==> config.mk <==
export PLATFORM = sky130hd
export DESIGN_NAME = iterative_divider
export DESIGN_NICKNAME = d
export VERILOG_FILES = /design/src/rtl/iterative_divider_pkg.sv /design/src/rtl/N_bit_adder.sv /design/src/rtl/iterative_divider_div_step.sv /design/src/rtl/iterative_divider.sv
export SDC_FILE = /design/constraint.sdc
export NUM_CORES = 1
export LEC_CHECK = 0
export CAP_MARGIN = 15
export CORE_MARGIN = 5
export CORE_UTILIZATION = 60
export DETAILED_ROUTE_END_ITERATION = 12
export DONT_BUFFER_PORTS = 1
export HOLD_SLACK_MARGIN = 0.12
export PLACE_DENSITY = 0.76
export SYNTH_ARGS = -nofsm -noshare
export SYNTH_HDL_FRONTEND = slang
export SYNTH_SLANG_ARGS = --single-unit
==> constraint.sdc <==
create_clock -name clk -period 27.4 [get_ports clk]
set_clock_uncertainty 0.15 [all_clocks]
set_input_delay 5.48 -clock clk [delete_from_list [all_inputs] [get_ports clk]]
set_output_delay 5.48 -clock clk [all_outputs]
set_load 0.02 [all_outputs]
==> src/rtl/iterative_divider_pkg.sv <==
// Shared types for the iterative divider: FSM states, status bit
// positions and the step counter width helper.
package iterative_divider_pkg;

   typedef enum logic [1:0] {
      ST_IDLE,
      ST_CALC,
      ST_SIGN,
      ST_DONE
   } div_state_e;

   localparam int STATUS_DIV0 = 0;
   localparam int STATUS_OVF  = 1;

   // Counter must hold step indices 0..n-1.
   function automatic int cnt_w(input int n);
      return (n <= 2) ? 1 : $clog2(n);
   endfunction

endpackage

==> src/rtl/N_bit_adder.sv <==
// Ripple-carry adder: sum/cout = a + b + cin.
// Ports: a, b (N), cin (1) -> sum (N), cout (1).
module N_bit_adder #(
   parameter int N = 32
) (
   input  logic [N-1:0] a,
   input  logic [N-1:0] b,
   input  logic         cin,
   output logic [N-1:0] sum,
   output logic         cout
);

   logic [N:0] c;

   always_comb begin
      c   = '0;
      sum = '0;
      c[0] = cin;
      for (int i = 0; i < N; i++) begin
         sum[i]   = a[i] ^ b[i] ^ c[i];
         c[i+1]   = (a[i] & b[i]) | (c[i] & (a[i] ^ b[i]));
      end
      cout = c[N];
   end

endmodule

==> src/rtl/iterative_divider_div_step.sv <==
// One combinational restoring-division step.
// Ports: r_i/q_i/d_i (N) partial remainder, quotient, divisor -> r_o, q_o.
module div_step #(
   parameter int N = 32
) (
   input  logic [N-1:0] r_i,
   input  logic [N-1:0] q_i,
   input  logic [N-1:0] d_i,
   output logic [N-1:0] r_o,
   output logic [N-1:0] q_o
);

   // Stored remainder is always below the divisor, so only the shifted
   // value needs the extra top bit.
   logic [N:0]   r_sh;
   logic [N-1:0] diff;
   logic         cout;
   logic         take;

   assign r_sh = {r_i, q_i[N-1]};

   N_bit_adder #(.N(N)) u_sub (
      .a   (r_sh[N-1:0]),
      .b   (~d_i),
      .cin (1'b1),
      .sum (diff),
      .cout(cout)
   );

   // trial[N] = r_sh[N] ^ 1 ^ cout; the step succeeds when it is zero.
   assign take = r_sh[N] ^ cout;
   assign r_o  = take ? diff : r_sh[N-1:0];
   assign q_o  = {q_i[N-2:0], take};

endmodule

==> src/rtl/iterative_divider.sv <==
// Multi-cycle restoring divider for DIV/DIVU/REM/REMU.
// Ports: start/flush/signed_op, dividend/divisor in; busy/done, quotient/remainder/status out.
module iterative_divider
   import iterative_divider_pkg::*;
#(
   parameter int N = 32
) (
   input  logic         clk,
   input  logic         rst_n,
   input  logic         start,
   input  logic         flush,
   input  logic         signed_op,
   input  logic [N-1:0] dividend,
   input  logic [N-1:0] divisor,
   output logic         busy,
   output logic         done,
   output logic [N-1:0] quotient,
   output logic [N-1:0] remainder,
   output logic [1:0]   status
);

   localparam int CW = cnt_w(N);
   localparam logic [N-1:0] INT_MIN = {1'b1, {(N-1){1'b0}}};

   div_state_e  state_q, state_d;
   logic [CW-1:0] cnt_q, cnt_d;
   logic [N-1:0] r_q, r_d, q_q, q_d, d_q, d_d;
   logic         neg_q_q, neg_q_d, neg_r_q, neg_r_d;
   logic [N-1:0] quot_q, quot_d, rem_q, rem_d;
   logic [1:0]   stat_q, stat_d;
   logic [N-1:0] r_step, q_step;

   div_step #(.N(N)) u_step (
      .r_i(r_q),
      .q_i(q_q),
      .d_i(d_q),
      .r_o(r_step),
      .q_o(q_step)
   );

   always_comb begin
      state_d = state_q;
      cnt_d   = cnt_q;
      r_d     = r_q;
      q_d     = q_q;
      d_d     = d_q;
      neg_q_d = neg_q_q;
      neg_r_d = neg_r_q;
      quot_d  = quot_q;
      rem_d   = rem_q;
      stat_d  = stat_q;
      if (flush) begin
         state_d = ST_IDLE;
      end else begin
         unique case (state_q)
            ST_IDLE: begin
               if (start) begin
                  neg_r_d = signed_op & dividend[N-1];
                  neg_q_d = signed_op & (dividend[N-1] ^ divisor[N-1]);
                  if (divisor == '0) begin
                     quot_d  = '1;
                     rem_d   = dividend;
                     stat_d  = '0;
                     stat_d[STATUS_DIV0] = 1'b1;
                     state_d = ST_DONE;
                  end else if (signed_op && dividend == INT_MIN
                               && divisor == '1) begin
                     quot_d  = dividend;
                     rem_d   = '0;
                     stat_d  = '0;
                     stat_d[STATUS_OVF] = 1'b1;
                     state_d = ST_DONE;
                  end else begin
                     q_d = (signed_op && dividend[N-1]) ? -dividend : dividend;
                     d_d = (signed_op && divisor[N-1]) ? -divisor : divisor;
                     r_d     = '0;
                     cnt_d   = '0;
                     state_d = ST_CALC;
                  end
               end
            end
            ST_CALC: begin
               r_d   = r_step;
               q_d   = q_step;
               cnt_d = cnt_q + CW'(1);
               if (cnt_q == CW'(N - 1)) state_d = ST_SIGN;
            end
            ST_SIGN: begin
               quot_d  = neg_q_q ? -q_q : q_q;
               rem_d   = neg_r_q ? -r_q : r_q;
               stat_d  = '0;
               state_d = ST_DONE;
            end
            ST_DONE: state_d = ST_IDLE;
            default: state_d = ST_IDLE;
         endcase
      end
   end

   always_ff @(posedge clk or negedge rst_n) begin
      if (!rst_n) begin
         state_q <= ST_IDLE;
         cnt_q   <= '0;
         r_q     <= '0;
         q_q     <= '0;
         d_q     <= '0;
         neg_q_q <= 1'b0;
         neg_r_q <= 1'b0;
         quot_q  <= '0;
         rem_q   <= '0;
         stat_q  <= '0;
      end else begin
         state_q <= state_d;
         cnt_q   <= cnt_d;
         r_q     <= r_d;
         q_q     <= q_d;
         d_q     <= d_d;
         neg_q_q <= neg_q_d;
         neg_r_q <= neg_r_d;
         quot_q  <= quot_d;
         rem_q   <= rem_d;
         stat_q  <= stat_d;
      end
   end

   assign busy      = (state_q == ST_CALC) || (state_q == ST_SIGN);
   assign done      = (state_q == ST_DONE);
   assign quotient  = quot_q;
   assign remainder = rem_q;
   assign status    = stat_q;

endmodule

## Word-level counts from Yosys, hierarchy flattened

Cells that the tools add are included.

- Register bits: 171
- Input port bits: 69
- Word-level logic and storage cells: 243

- $add $sub $neg: 5
- Equal/unequal tests: 12
- Multiplexer cells: 35
- Bitwise gates (word level): 167
- Reduce and logical (&&, ||, !) cells: 14

Operator list:

| cell | count |
|---|---|
| $mux 32 | 17 |
| $pmux 32 s2 | 4 |
| $neg 32->32 | 4 |
| $and 1x1->1 | 65 |
| $xor 1x1->1 | 65 |
| $eq 32x32->1 const B | 2 |
| $logic_not 32->1 | 1 |
| $not 32->32 | 1 |
| $or 1x1->1 | 32 |
| $mux 2 | 8 |
| $mux 5 | 3 |
| $pmux 5 s2 | 1 |
| $reduce_and 5->1 | 2 |
| $ne 3x3->1 const B | 3 |
| $pmux 2 s4 | 1 |
| $ne 2x2->1 const B | 3 |
| $add 5x1->5 const B | 1 |
| $eq 5x5->1 const B | 1 |
| $eq 2x2->1 const B | 2 |
| $logic_and 1x1->1 | 4 |
| $not 1->1 | 4 |
| $pmux 2 s2 | 1 |
| $reduce_and 4->1 | 1 |
| $reduce_bool 2->1 | 2 |
| other kinds (5) | 5 |

## Depth between registers and ports, before layout

- Word-level depth: 68
- Depth in mapped cells: 43
- Mapped depth without buffers: 42

## Cells and area by module

Synthesis repeated with hierarchy kept, for this count alone.

- Cell total of the unflattened synthesis: 1207
- Area total of the unflattened synthesis: 11887.7 um2

By module, submodules not included:

| module | times used | cells an instance | area an instance (um2) |
|---|---|---|---|
| iterative_divider | 1 | 1063 | 10423.7 |
| div_step | 1 | 102 | 785.8 |
| N_bit_adder | 1 | 42 | 678.2 |

## Least setup slack after synthesis

No wires, ideal clock.

- Kind: flip-flop to flip-flop
- From: reg q_q[31]
- To: reg r_q[10]
- Setup time: 0.083 ns
- Data arrival time: 12.684 ns
- Setup slack: 14.484 ns
- Stages on the path, launching flop included: 44
- Buffers on the path: 2
- Clock period less this slack: 12.916 ns
- Cell sequence: dfrtp_1 inv_1 ha_1 inv_1 fa_1 inv_1 fa_1 inv_1 fa_1 fa_1 fa_1 fa_1 fa_1 fa_1 fa_1 fa_1 fa_1 fa_1 (+8 left out) fa_1 fa_1 fa_1 fa_1 fa_1 fa_1 fa_1 fa_1 inv_1 fa_1 fa_1 fa_1 xnor2_1 and2_1 clkbuf_1 clkbuf_1 a22oi_1 o21ai_0

- Longest elaborated chain between the ends: 67
- Elaborated cells on any way between the ends: 69
- Classes of those cells: mux (2); bitwise (67)

Ends and longest elaborated chain:

| what | line | RTL |
|---|---|---|
| start: declaration | iterative_divider.sv:27 | `logic [N-1:0] r_q, r_d, q_q, q_d, d_q, d_d;` |
| start signal: assignment | iterative_divider.sv:116 | `q_q <= q_d;` |
| $and 1x1->1 / $xor 1x1->1 (equally long branches) | N_bit_adder.sv:21 | `c[i+1] = (a[i] & b[i]) \| (c[i] & (a[i] ^ b[i]));` |
| $or 1x1->1 * | N_bit_adder.sv:21 |  |
| $and 1x1->1 * | N_bit_adder.sv:21 |  |
| $or 1x1->1 * | N_bit_adder.sv:21 |  |
| $and 1x1->1 * | N_bit_adder.sv:21 |  |
| $or 1x1->1 * | N_bit_adder.sv:21 |  |
| $and 1x1->1 * | N_bit_adder.sv:21 |  |
| $or 1x1->1 * | N_bit_adder.sv:21 |  |
| (+51 left out) | - |  |
| $or 1x1->1 | N_bit_adder.sv:21 |  |
| $and 1x1->1 | N_bit_adder.sv:21 |  |
| $or 1x1->1 | N_bit_adder.sv:21 |  |
| $and 1x1->1 | N_bit_adder.sv:21 |  |
| $or 1x1->1 | N_bit_adder.sv:21 |  |
| $xor 1x1->1 | iterative_divider_div_step.sv:31 | `assign take = r_sh[N] ^ cout;` |
| $mux 32 * | iterative_divider_div_step.sv:32 | `assign r_o = take ? diff : r_sh[N-1:0];` |
| $pmux 32 s2 * | iterative_divider.sv:55 | `unique case (state_q)` |
| end signal: assignment | iterative_divider.sv:115 | `r_q <= r_d;` |
| end: declaration | iterative_divider.sv:27 |  |

Every way passes the cells marked *; elsewhere a longest branch is shown, timed or not.
A chain may end at the register's enable or synchronous reset.

## Final worst setup path

- From: reg q_q[31]
- To: reg r_q[19]

- Longest elaborated chain between the ends: 67
- Elaborated cells on any way between the ends: 69
- Classes of those cells: mux (2); bitwise (67)

Ends and longest elaborated chain:

| what | line |
|---|---|
| $and 1x1->1 / $xor 1x1->1 (equally long branches) | N_bit_adder.sv:21 |
| $or 1x1->1 * | N_bit_adder.sv:21 |
| $and 1x1->1 * | N_bit_adder.sv:21 |
| $or 1x1->1 * | N_bit_adder.sv:21 |
| $and 1x1->1 * | N_bit_adder.sv:21 |
| $or 1x1->1 * | N_bit_adder.sv:21 |
| $and 1x1->1 * | N_bit_adder.sv:21 |
| $or 1x1->1 * | N_bit_adder.sv:21 |
| (+51 left out) | - |
| $or 1x1->1 | N_bit_adder.sv:21 |
| $and 1x1->1 | N_bit_adder.sv:21 |
| $or 1x1->1 | N_bit_adder.sv:21 |
| $and 1x1->1 | N_bit_adder.sv:21 |
| $or 1x1->1 | N_bit_adder.sv:21 |
| $xor 1x1->1 | iterative_divider_div_step.sv:31 |
| $mux 32 * | iterative_divider_div_step.sv:32 |
| $pmux 32 s2 * | iterative_divider.sv:55 |

Marks and branches as above.

==> run_results.csv <==
group,metric,value,unit
run_status,outcome,"completed",
timing,rsz0062_at_grt,"false",
final_layout,drive_above_1_share,0.111,
placement,pre_cts_ws,13510,ps
floorplanning,die_w,149,um
clock_network,cts_tree,"built",
placement,place_inst,1386,
synth,yosys_register_bits,171,
clock_network,cts.repair.resized,0,
timing,tightest_slew,1100,ps
synth,synthTopCellsByCount,"dfrtp_1, o21ai_0, nor2_1",
timing,drv_slew,0,
global_routing,grt_pass1_vias,8692,
synth,avgSynthCellArea,9.63,sq um
route,wirelength,28300,um
synth,synth_top_area_share,0.372,
timing,finalCritPeriodShare,0.511,
clock_network,post_cts_buffers,0,
route,dr.pass1.iters,6,
clock_network,numCtsBuffers,17,
timing,final-setup-viol-count,0,
clock_network,clk_path_buf_depth,2,
setup_path,cp_slowest_cell,"and2_1",
setup_path,required,27610,ps
clock_network,clock-sinks,171,
setup_path,r2r_slack,13400,ps
floorplanning,initial_utilization,0.611,
setup_path,crit_top_cell,"fa_1",
synth,synth_compound_area_frac,0.180,
synth,yosysWarningCount,0,
global_routing,grt_max_degree,172,
synth,ys_types,63,
setup_path,arrival,14210,ps
synth,synth_top_family_by_area,"compound AO/OA/AOI/OAI gates",
final_layout,diodes,0,
timing,hold_ws,333,ps
setup_path,setup.worst_path.end_class,"flip-flop",
power,ir_worst_vdd,0.0545,mV
route,vias,8963,
global_routing,grt_overflow,0,
clock_network,clkSlewWorstSetupHoldPaths,70,ps
floorplanning,num_io_pins,137,
setup_path,rr_endpoint,"r_q[19]",
final_layout,area_growth,5.04,%
floorplanning,core_region_area,18800,sq um
setup_path,crit_fanout,27,
setup_path,cp-start-kind,"flip-flop",
route,via_per_inst,6.32,
setup_path,reg2reg_from,"q_q[31]",
final_layout,final_util,0.642,
synth,synth-main-ff-cell,"dfrtp_1",
synth,syn_nets,1309,
timing,final_hold_viol_count,0,
placement,place.gp.congestion,0.925,
power,p_leak,5.33,nW
floorplanning,die_area,22100,sq um
synth,yosys.area.top_type,"dfrtp_1",
timing,final.setup.worst_slack,13400,ps
timing,max_freq,71.4,MHz
worst_hold_path,holdPathEnd,"d_q[21]",
synth,yosys-top-cells-area,"dfrtp_1, fa_1, xor2_1",
synth,synth_xor_area_frac,0.0890,
clock_network,clock_latency,440,ps
synth,synth_most_common_cell,"dfrtp_1",
global_routing,grt_pass1_wl,46300,um
route,drtIter0Drc,889,
floorplanning,die_h,149,um
synth,yosys.area_share.simple,0.136,
route,drc,0,
timing,fin_crit,14000,ps
clock_network,cts_hold_buf,0,
synth,synth_edf_count,0,
worst_hold_path,hp-class,"flip-flop to flip-flop",
synth,ys_seq_area_frac,0.372,
job,drv_cap,0,
global_routing,antenna_found_initial,0,
synth,synth-async-reset-ratio,1.00,
final_layout,nNetsFinal,1258,
power,powerDensity,108,nW/um^2
synth,synth_fa_ha_area_frac,0.0680,
route,wl_per_cell,19.9,um
worst_hold_path,min_path_cells,2,
worst_hold_path,holdCritStartpoint,"d_q[21]",
clock_network,cts-htree-levels,4,
setup_path,path_class,"flip-flop to flip-flop",
floorplanning,rows,50,
route,final_antenna_net_count,0,
placement,hpwl,20200,um
setup_path,reg2reg_depth,41,
synth,syn_area,11500,sq um
timing,relSlewSlack,0.265,
setup_path,slowest_delay,850,ps
placement,numPortBuffers,0,
global_routing,track_usage,0.260,
timing,finalSetupTns,0,ps
clock_network,cts_root_buf,"clkbuf_16",
synth,muxShareOfSynthArea,0.103,
final_layout,instances_no_fill,1418,
synth,syn_inst,1196,
==> cell usage in the layout (no fill, tap or decap), types with 5 or more instances in the layout <==
master,n
or4_1,9
a22oi_1,29
a22o_1,27
xor2_1,68
xnor2_1,49
o31ai_1,21
a2bb2oi_1,9
nand2_1,74
fa_1,31
a41oi_1,10
nor2_1,78
clkbuf_16,17
ha_1,11
dfrtp_1,171
nor3_1,19
o41ai_1,15
mux2_4,39
inv_1,57
nor4_1,15
mux2_2,35
o21ai_0,102
nand3_1,45
nand4_1,14
nand3b_1,5
mux2_1,14
a222oi_1,5
buf_4,10
a21oi_1,73
nand2b_1,5
and2_1,8
or3_1,16
a31oi_1,11
mux2i_1,5
==> cell type report <==
type / count / area [sq um]
clock buffers: 21 / 450
clock inverters: 11 / 97.6
fillers: 1528 / 6740
inverters: 57 / 214
multi-input cells: 888 / 6650
flip-flops and latches: 171 / 4280
well taps: 260 / 325
repair buffers: 10 / 75.1
==> critical path, delay by kind of cell (launching register included) <==
kind | cells | cell delay, ps
AO/OA/AOI/OAI | 2 | 420
XOR/XNOR | 1 | 170
adder cells (fa/ha/maj) | 32 | 11560
buffers and inverters | 5 | 370
flip-flops | 1 | 390
AND/OR/NAND/NOR | 1 | 850
==> worst max path at each step <==
stage,slack (ps),start,cells past startpoint,endpoint
floorplan,14480,q_q[31],43,r_q[10]
global placement,13840,q_q[31],41,r_q[22]
detailed placement,13510,q_q[31],41,r_q[6]
CTS,13440,q_q[31],41,r_q[11]
global route,12820,q_q[31],41,r_q[1]
finish,13400,q_q[31],41,r_q[19]
==> per-stage QoR <==
| stage | area [sq um] | total power, mW |
|---|---|---|
| after floorplan | 11500 | 0.937 |
| after global placement | 11500 | 1.05 |
| after detailed placement | 11500 | 1.08 |
| after CTS | 12100 | 1.31 |
| after global routing | 12100 | 1.41 |
| final | 12100 | 1.31 |
==> registers in the layout, summed over array words and instances (netlist names) <==
register,flops
status,2
q_q,32
cnt_q,5
d_q,32
r_q,32
neg_q_q,1
neg_r_q,1
remainder,32
quotient,32
state_q,2
==> kinds of logic (layout without fill, tap and decap cells) <==
logic type               count (synthesis)  count (layout)
XOR/XNOR                               117             117
AO/OA/AOI/OAI                          323             323
buffers and inverters                  137              99
multiplexers                            93              93
flip-flops                             171             171
adder cells (fa/ha/maj)                 44              44
AND/OR/NAND/NOR                        311             311
==> power by group <==
part           switching (mW)  leakage, nW  internal, mW  total, mW
registers               0.143         2.21         0.344      0.487
clock network           0.102        0.259         0.127      0.229
logic                   0.345         2.87         0.249      0.593
total                   0.589         5.33         0.719       1.31
==> per-layer routing <==
metal  share of wire  vias to the layer above  GRT usage
met5               0                        -          0
met4           0.029                        0     0.0993
met3           0.070                       53     0.0548
met2            0.48                      332      0.423
met1            0.42                     4364      0.343
li1                -                     4214          -
Power figures use the tool's default switching activity.
